<file path="config.mk">
export PLATFORM = sky130hd
export DESIGN_NAME = pow_fsmd_param_flat
export DESIGN_NICKNAME = d
export VERILOG_FILES = /design/src/rtl/pow_fsmd_param_if.sv /design/src/rtl/pow_fsmd_param.sv /design/src/flat_wrapper.sv
export SDC_FILE = /design/constraint.sdc
export NUM_CORES = 1
export LEC_CHECK = 0
export BUFFER_PORTS_ARGS = -buffer_cell sky130_fd_sc_hd__buf_2
export CORE_MARGIN = 5
export CORE_UTILIZATION = 60
export CTS_BUF_LIST = sky130_fd_sc_hd__clkbuf_4
export CTS_CLUSTER_SIZE = 12
export DETAILED_ROUTE_END_ITERATION = 10
export PLACE_DENSITY = 0.85
export SYNTH_ARGS = -nofsm -noshare
export SYNTH_HDL_FRONTEND = slang
export SYNTH_SLANG_ARGS = --single-unit
export TNS_END_PERCENT = 1
</file>
<file path="constraint.sdc">
create_clock -name clk -period 7.5 [get_ports clk]
set_clock_uncertainty 0.05 [all_clocks]
set_input_delay 1.125 -clock clk [delete_from_list [all_inputs] [get_ports clk]]
set_output_delay 1.125 -clock clk [all_outputs]
set_load 0.01 [all_outputs]
</file>
<file path="src/rtl/pow_fsmd_param_if.sv">
// Start/busy/done handshake bundle for the square-and-multiply power unit.
// The requester drives operands; the engine returns status and the held result.
interface pow_fsmd_param_if #(
    parameter int WIDTH = 16,
    parameter int EXP_W = 8
);
    logic             start;
    logic [WIDTH-1:0] base;
    logic [EXP_W-1:0] exp;
    logic             sat_mode;
    logic             busy;
    logic             done;
    logic [WIDTH-1:0] result;
    logic             overflow;

    modport master (
        output start, base, exp, sat_mode,
        input  busy, done, result, overflow
    );

    modport slave (
        input  start, base, exp, sat_mode,
        output busy, done, result, overflow
    );
endinterface

</file>
<file path="src/rtl/pow_fsmd_param.sv">
// Right-to-left square-and-multiply exponentiation with exact overflow detection
// and selectable wrap/saturate result; one exponent bit per CHECK + ODD/EVEN pair.
module pow_fsmd_param #(
    parameter int WIDTH = 16,
    parameter int EXP_W = 8
) (
    input  logic             clk,
    input  logic             rst,
    pow_fsmd_param_if.slave  bus_if
);

    typedef enum logic [2:0] {
        S_IDLE  = 3'd0,
        S_INIT  = 3'd1,
        S_CHECK = 3'd2,
        S_ODD   = 3'd3,
        S_EVEN  = 3'd4,
        S_DONE  = 3'd5
    } state_t;

    state_t           state_q, state_d;
    logic [WIDTH-1:0] a_q, a_d;
    logic             a_ovf_q, a_ovf_d;
    logic [EXP_W-1:0] n_q, n_d;
    logic [WIDTH-1:0] r_q, r_d;
    logic             ovf_q, ovf_d;
    logic             mode_q, mode_d;
    logic [WIDTH-1:0] result_q, result_d;
    logic             overflow_q, overflow_d;
    logic             done_q, done_d;

    logic [2*WIDTH-1:0] prod_r;
    logic [2*WIDTH-1:0] prod_a;

    // Full double-width products so the upper half reveals true overflow.
    assign prod_r = {{WIDTH{1'b0}}, r_q} * {{WIDTH{1'b0}}, a_q};
    assign prod_a = {{WIDTH{1'b0}}, a_q} * {{WIDTH{1'b0}}, a_q};

    always_comb begin
        state_d    = state_q;
        a_d        = a_q;
        a_ovf_d    = a_ovf_q;
        n_d        = n_q;
        r_d        = r_q;
        ovf_d      = ovf_q;
        mode_d     = mode_q;
        result_d   = result_q;
        overflow_d = overflow_q;
        done_d     = 1'b0;

        case (state_q)
            S_IDLE: begin
                if (bus_if.start) begin
                    a_d     = bus_if.base;
                    n_d     = bus_if.exp;
                    mode_d  = bus_if.sat_mode;
                    state_d = S_INIT;
                end
            end
            S_INIT: begin
                r_d     = WIDTH'(1);
                ovf_d   = 1'b0;
                a_ovf_d = 1'b0;
                state_d = S_CHECK;
            end
            S_CHECK: begin
                if (n_q == '0)
                    state_d = S_DONE;
                else if (n_q[0])
                    state_d = S_ODD;
                else
                    state_d = S_EVEN;
            end
            S_ODD: begin
                // A wrapped multiplicand poisons r only once it is actually used.
                r_d     = prod_r[WIDTH-1:0];
                ovf_d   = ovf_q | a_ovf_q | (prod_r[2*WIDTH-1:WIDTH] != '0);
                a_d     = prod_a[WIDTH-1:0];
                a_ovf_d = a_ovf_q | (prod_a[2*WIDTH-1:WIDTH] != '0);
                n_d     = n_q >> 1;
                state_d = S_CHECK;
            end
            S_EVEN: begin
                a_d     = prod_a[WIDTH-1:0];
                a_ovf_d = a_ovf_q | (prod_a[2*WIDTH-1:WIDTH] != '0);
                n_d     = n_q >> 1;
                state_d = S_CHECK;
            end
            S_DONE: begin
                result_d   = (ovf_q && mode_q) ? {WIDTH{1'b1}} : r_q;
                overflow_d = ovf_q;
                done_d     = 1'b1;
                state_d    = S_IDLE;
            end
            default: begin
                state_d = S_IDLE;
            end
        endcase
    end

    always_ff @(posedge clk or negedge rst) begin
        if (!rst) begin
            state_q    <= S_IDLE;
            a_q        <= '0;
            a_ovf_q    <= 1'b0;
            n_q        <= '0;
            r_q        <= '0;
            ovf_q      <= 1'b0;
            mode_q     <= 1'b0;
            result_q   <= '0;
            overflow_q <= 1'b0;
            done_q     <= 1'b0;
        end else begin
            state_q    <= state_d;
            a_q        <= a_d;
            a_ovf_q    <= a_ovf_d;
            n_q        <= n_d;
            r_q        <= r_d;
            ovf_q      <= ovf_d;
            mode_q     <= mode_d;
            result_q   <= result_d;
            overflow_q <= overflow_d;
            done_q     <= done_d;
        end
    end

    assign bus_if.busy     = (state_q != S_IDLE);
    assign bus_if.done     = done_q;
    assign bus_if.result   = result_q;
    assign bus_if.overflow = overflow_q;

endmodule
</file>
<file path="src/flat_wrapper.sv">
// flat-port wrapper written by rule: the top's interface ports become plain ports
module pow_fsmd_param_flat 
#(
    parameter int WIDTH = 16,
    parameter int EXP_W = 8
)
  (clk, rst, bus_if_start, bus_if_base, bus_if_exp, bus_if_sat_mode, bus_if_busy, bus_if_done, bus_if_result, bus_if_overflow);
  pow_fsmd_param_if #(.WIDTH(WIDTH), .EXP_W(EXP_W)) bus_if_i ();
  input  logic clk;
  input  logic rst;
  input wire logic [$bits(bus_if_i.start)-1:0] bus_if_start;
  input wire logic [$bits(bus_if_i.base)-1:0] bus_if_base;
  input wire logic [$bits(bus_if_i.exp)-1:0] bus_if_exp;
  input wire logic [$bits(bus_if_i.sat_mode)-1:0] bus_if_sat_mode;
  output wire logic [$bits(bus_if_i.busy)-1:0] bus_if_busy;
  output wire logic [$bits(bus_if_i.done)-1:0] bus_if_done;
  output wire logic [$bits(bus_if_i.result)-1:0] bus_if_result;
  output wire logic [$bits(bus_if_i.overflow)-1:0] bus_if_overflow;
  assign bus_if_i.start = bus_if_start;
  assign bus_if_i.base = bus_if_base;
  assign bus_if_i.exp = bus_if_exp;
  assign bus_if_i.sat_mode = bus_if_sat_mode;
  assign bus_if_busy = bus_if_i.busy;
  assign bus_if_done = bus_if_i.done;
  assign bus_if_result = bus_if_i.result;
  assign bus_if_overflow = bus_if_i.overflow;
  pow_fsmd_param #(.WIDTH(WIDTH), .EXP_W(EXP_W)) u_core (.clk(clk), .rst(rst), .bus_if(bus_if_i));
endmodule
</file>
[Word level (Yosys, flattened, before mapping)]
Cells that the tools add are included.
Storage, ports and cells
  register bits after elaboration: 64
  word-level logic and storage cells: 47
  bits of input ports: 28
  output and inout bits: 19
Cells by class
  equality and inequality tests: 6
  multipliers: 2
  muxes and demuxes: 13
  reductions and logical operators: 13
  bitwise operators: 3
Operators with widths (count)
  $mul 16x16->32: 2
  $pmux 16 s2: 2
  $mux 16: 2
  $reduce_bool 16->1: 2
  $pmux 8 s2: 1
  $mux 3: 3
  $pmux 3 s3: 1
  $logic_not 8->1: 1
  $mux 8: 1
  $eq 3x2->1 const B: 2
  $eq 3x3->1 const B: 2
  $reduce_bool 2->1: 3
  $pmux 1 s2: 2
  $reduce_and 2->1: 2
  $eq 3x1->1 const B: 1
  $logic_not 3->1: 1
  $or 1x1->1: 3
  $reduce_bool 3->1: 1
  $reduce_or 3->1: 1
  $ne 2x2->1 const B: 1
  $reduce_or 2->1: 1
  $logic_and 1x1->1: 1
  $mux 1: 1

[Depth between registers and ports, before layout]
  depth after elaboration: 4
  mapped depth: 26
  mapped depth without buffers: 24

[Worst setup path before layout]
Ideal clock, no wire load.
  path kind: register to register
  start point: reg u_core.a_q[13]
  end point: reg u_core.a_ovf_q
  data required time: 7.363 ns
  clock period less this slack: 6.397 ns
  stages on the path, launching flop included: 24
  library setup time: 0.087 ns
  arrival: 6.260 ns
  buffers on the path: 3
  setup slack: 1.103 ns
  path through: dfrtp_1 -> clkbuf_1 -> clkbuf_1 -> nand2_1 -> fa_1 -> fa_1 -> inv_1 -> fa_1 -> inv_1 -> fa_1 -> fa_1 -> fa_1 -> inv_1 -> ha_1 -> clkbuf_1 -> a21o_1 -> o21bai_1 -> or3b_2 -> nor3b_1 -> a211o_1 -> o21ai_1 -> a211oi_1 -> a211oi_1 -> a22oi_1
Between the ends
  cells in the longest elaborated chain, start to end: 4
Ends and longest elaborated chain
  from (decl): RTL line pow_fsmd_param.sv:22  | logic [WIDTH-1:0] a_q, a_d;
  from (signal assigned): RTL line pow_fsmd_param.sv:104  | a_q <= '0;
  from (signal assigned): RTL line pow_fsmd_param.sv:115  | a_q <= a_d;
  $mul 16x16->32: RTL line pow_fsmd_param.sv:37  | assign prod_a = {{WIDTH{1'b0}}, a_q} * {{WIDTH{1'b0}}, a_q};
  $reduce_bool 16->1: RTL line pow_fsmd_param.sv:79, pow_fsmd_param.sv:85
  $or 1x1->1: RTL line pow_fsmd_param.sv:79, pow_fsmd_param.sv:85
  $pmux 1 s2: RTL line pow_fsmd_param.sv:51  | case (state_q)
  to (signal assigned): RTL line pow_fsmd_param.sv:116  | a_ovf_q <= a_ovf_d;
  to (decl): RTL line pow_fsmd_param.sv:23  | logic a_ovf_q, a_ovf_d;
No other way between the ends.
A chain may end at the register's enable or synchronous reset.

[Worst setup path in the final report]
  start point: reg u_core.a_q[6]
  end point: reg u_core.a_ovf_q
Same word-level chain as after synthesis.

==> flow_metrics.tcl <==
set metrics [dict create \
    worst_slew_pin_slew_ps 1190 \
    ioPinCount 47 \
    drc 0 \
    drtIter0Drc 1019 \
    cts-hold-fix-buffers 0 \
    tns_ps 0 \
    die_y_um 187 \
    via_per_inst 5.85 \
    ff2ff_setup_slack_ps 480 \
    design_area_um2 19400 \
    place_congestion 0.974 \
    start_kind "flip-flop" \
    worstHoldStart "u_core.bus_if.overflow" \
    cts_buffer_depth 2 \
    port_buffers 46 \
    critPathMaxFanout 28 \
    rsz0062_at_grt "false" \
    grt_pass1_vias 16007 \
    cts_buffers 9 \
    fin_crit_ps 7020 \
    ys.flop_type "dfrtp_1" \
    nets 2710 \
    status "completed" \
    dieArea_um2 34900 \
    crit_type "flip-flop to flip-flop" \
    cts_resized 0 \
    r2r-start "u_core.a_q[6]" \
    ys_seq_elements 64 \
    path_clk_slew_ps 130 \
    grt_max_degree 65 \
    htree_levels 3 \
    insertion_delay_ps 480 \
    finalWirelength_um 45000 \
    ant_nets 0 \
    drt-pass1-iter-count 6 \
    syn_to_final_growth_pct 3.55 \
    cp-startpoint "u_core.a_q[6]" \
    hold_viol 0 \
    grt-ovfl-total 0 \
    yosysSeqAreaShare 0.0855 \
    cp.arrival_ps 7270 \
    async_flop_share 1.00 \
    synth_edf_count 0 \
    yosysWarnings 0 \
    hp-class "flip-flop to flip-flop" \
    synthCells 2152 \
    rows 64 \
    crit_required_ps 7750 \
    cts.sinks 64 \
    setup_viol 0 \
    avgSynthCellArea_um2 8.71 \
    maxSlewHeadroom 0.204 \
    antenna_found_initial 0 \
    num_vias 14774 \
    placed_cell_area_um2 19300 \
    core-area_um2 30700 \
    postCtsSetupRepairBufs 0 \
    dpl.hpwl_um 35700 \
    clock.fmax_ghz 0.142 \
    synth_cell_types 59 \
    start_util 0.609 \
    synth_area_um2 18700 \
    max_cap_violations 0 \
    cts_tree "yes" \
    min_period_over_period 0.937 \
    final_max_slew_viol_count 0 \
    grt_first_pass_wirelength_um 76600 \
    cts-root-buf "clkbuf_4" \
    grt_usage 0.266 \
    drive_above_1_share 0.0508 \
    antenna_cells 0 \
    crit_path_end_kind "flip-flop" \
    syn_nets 2739 \
    die_w_um 187 \
    wl_per_cell_um 17.8 \
]
## sequential cells by signal, summed over array words and instances (netlist names)
register	cells
u_core.state_q	3
u_core.ovf_q	1
u_core.r_q	16
u_core.bus_if.done	1
u_core.bus_if.overflow	1
u_core.bus_if.result	16
u_core.mode_q	1
u_core.a_q	16
u_core.n_q	8
u_core.a_ovf_q	1
## cell usage in the layout (no fill, tap or decap), types with 28 or more instances in the layout
cell type and count:
o21ai_0 54, inv_1 442, nor2_1 97, fa_1 357, ha_1 202, buf_2 46, a21oi_1 87, buf_4 29
nand2_1 262, and2_1 180, dfrtp_1 64, xnor2_1 28
## final cells by class
type / instances / area [um2]
fillers: 2491 / 11300
multi-input cells: 1530 / 15100
flip-flops and latches: 64 / 1600
clock buffers: 9 / 67.6
clock inverters: 7 / 47.5
repair buffers: 76 / 468
well taps: 396 / 495
inverters: 442 / 1660
## synthesized netlist by cell type (6+ instances only)
master,count,area [um2]
fa_1,357,7150
mux2i_1,13,130
nand2b_1,7,43.8
a31oi_1,8,50.1
o211ai_1,7,52.6
o21a_1,10,75.1
o21ai_0,54,270
o21bai_1,6,45.0
nor3_1,11,55.1
inv_1,442,1660
nor2b_1,10,62.6
nor2_1,97,364
mux2_2,7,78.8
a22o_1,10,87.6
nand2_1,262,983
nand4_1,19,119
dfrtp_1,64,1600
o21ai_1,6,30.0
and2_1,180,1130
a211oi_1,9,67.6
and3_1,11,68.8
xor2_1,20,175
clkbuf_1,114,428
xnor2_1,28,245
a21oi_1,88,440
a21o_1,24,180
nor4_1,6,37.5
ha_1,202,2530
nand3_1,21,105
## logic make-up (layout without fill, tap and decap cells)
logic type,Yosys count,count (layout),synth area share
compound gates,260,260,0.0871
xor+xnor,48,48,0.0224
flops,64,64,0.0855
fa+ha+maj,559,559,0.516
buf+inv,558,534,0.112
mux,20,20,0.0112
simple gates,643,643,0.166
## critical path: stages, from the launching register on
cell and delay (ps):
dfrtp_1 1090, nand2_1 210, fa_1 560, fa_1 500, inv_1 60, fa_1 480
fa_1 500, fa_1 490, inv_1 50, fa_1 470, inv_1 40, ha_1 420
nand4_1 180, nor2_1 180, o21ai_0 180, o311ai_0 530, nor2_1 80, a221oi_1 300
o2111ai_1 150, nor4_1 210, a22oi_1 110
## stage by stage
stage / cells / util / worst slack, ps / hold WS (ps)
after detailed placement: 2508 / 0.627 / 600 / 416
after floorplan: 2152 / - / 1100 / 398
after global placement: 2508 / 0.627 / 748 / 407
after CTS: 2524 / 0.631 / 564 / 452
final: 2524 / 0.631 / 476 / 446
after global routing: 2524 / 0.631 / 0.443 / 479
## worst paths after layout
check / end / cells past startpoint
worst max-delay path: u_core.a_ovf_q / 20
worst min-delay path: u_core.bus_if.overflow / 2
worst max register to register: u_core.a_ovf_q / 20
worst min register to register: u_core.bus_if.overflow / 2
max in group asynchronous: u_core.bus_if.result[3] / 2
min in group asynchronous: u_core.a_q[0] / 2
## metal layers
layer / global-route usage / vias up / share of wire
met5: 0 / - / 0
met4: 0.0944 / 0 / 0.041
met3: 0.0577 / 173 / 0.097
met2: 0.448 / 715 / 0.48
met1: 0.343 / 7316 / 0.38
li1: - / 6570 / -
Power is left out: the tool's default activity adds up to more than one toggle a clock period on the data nets, which glitch-free logic cannot reach.
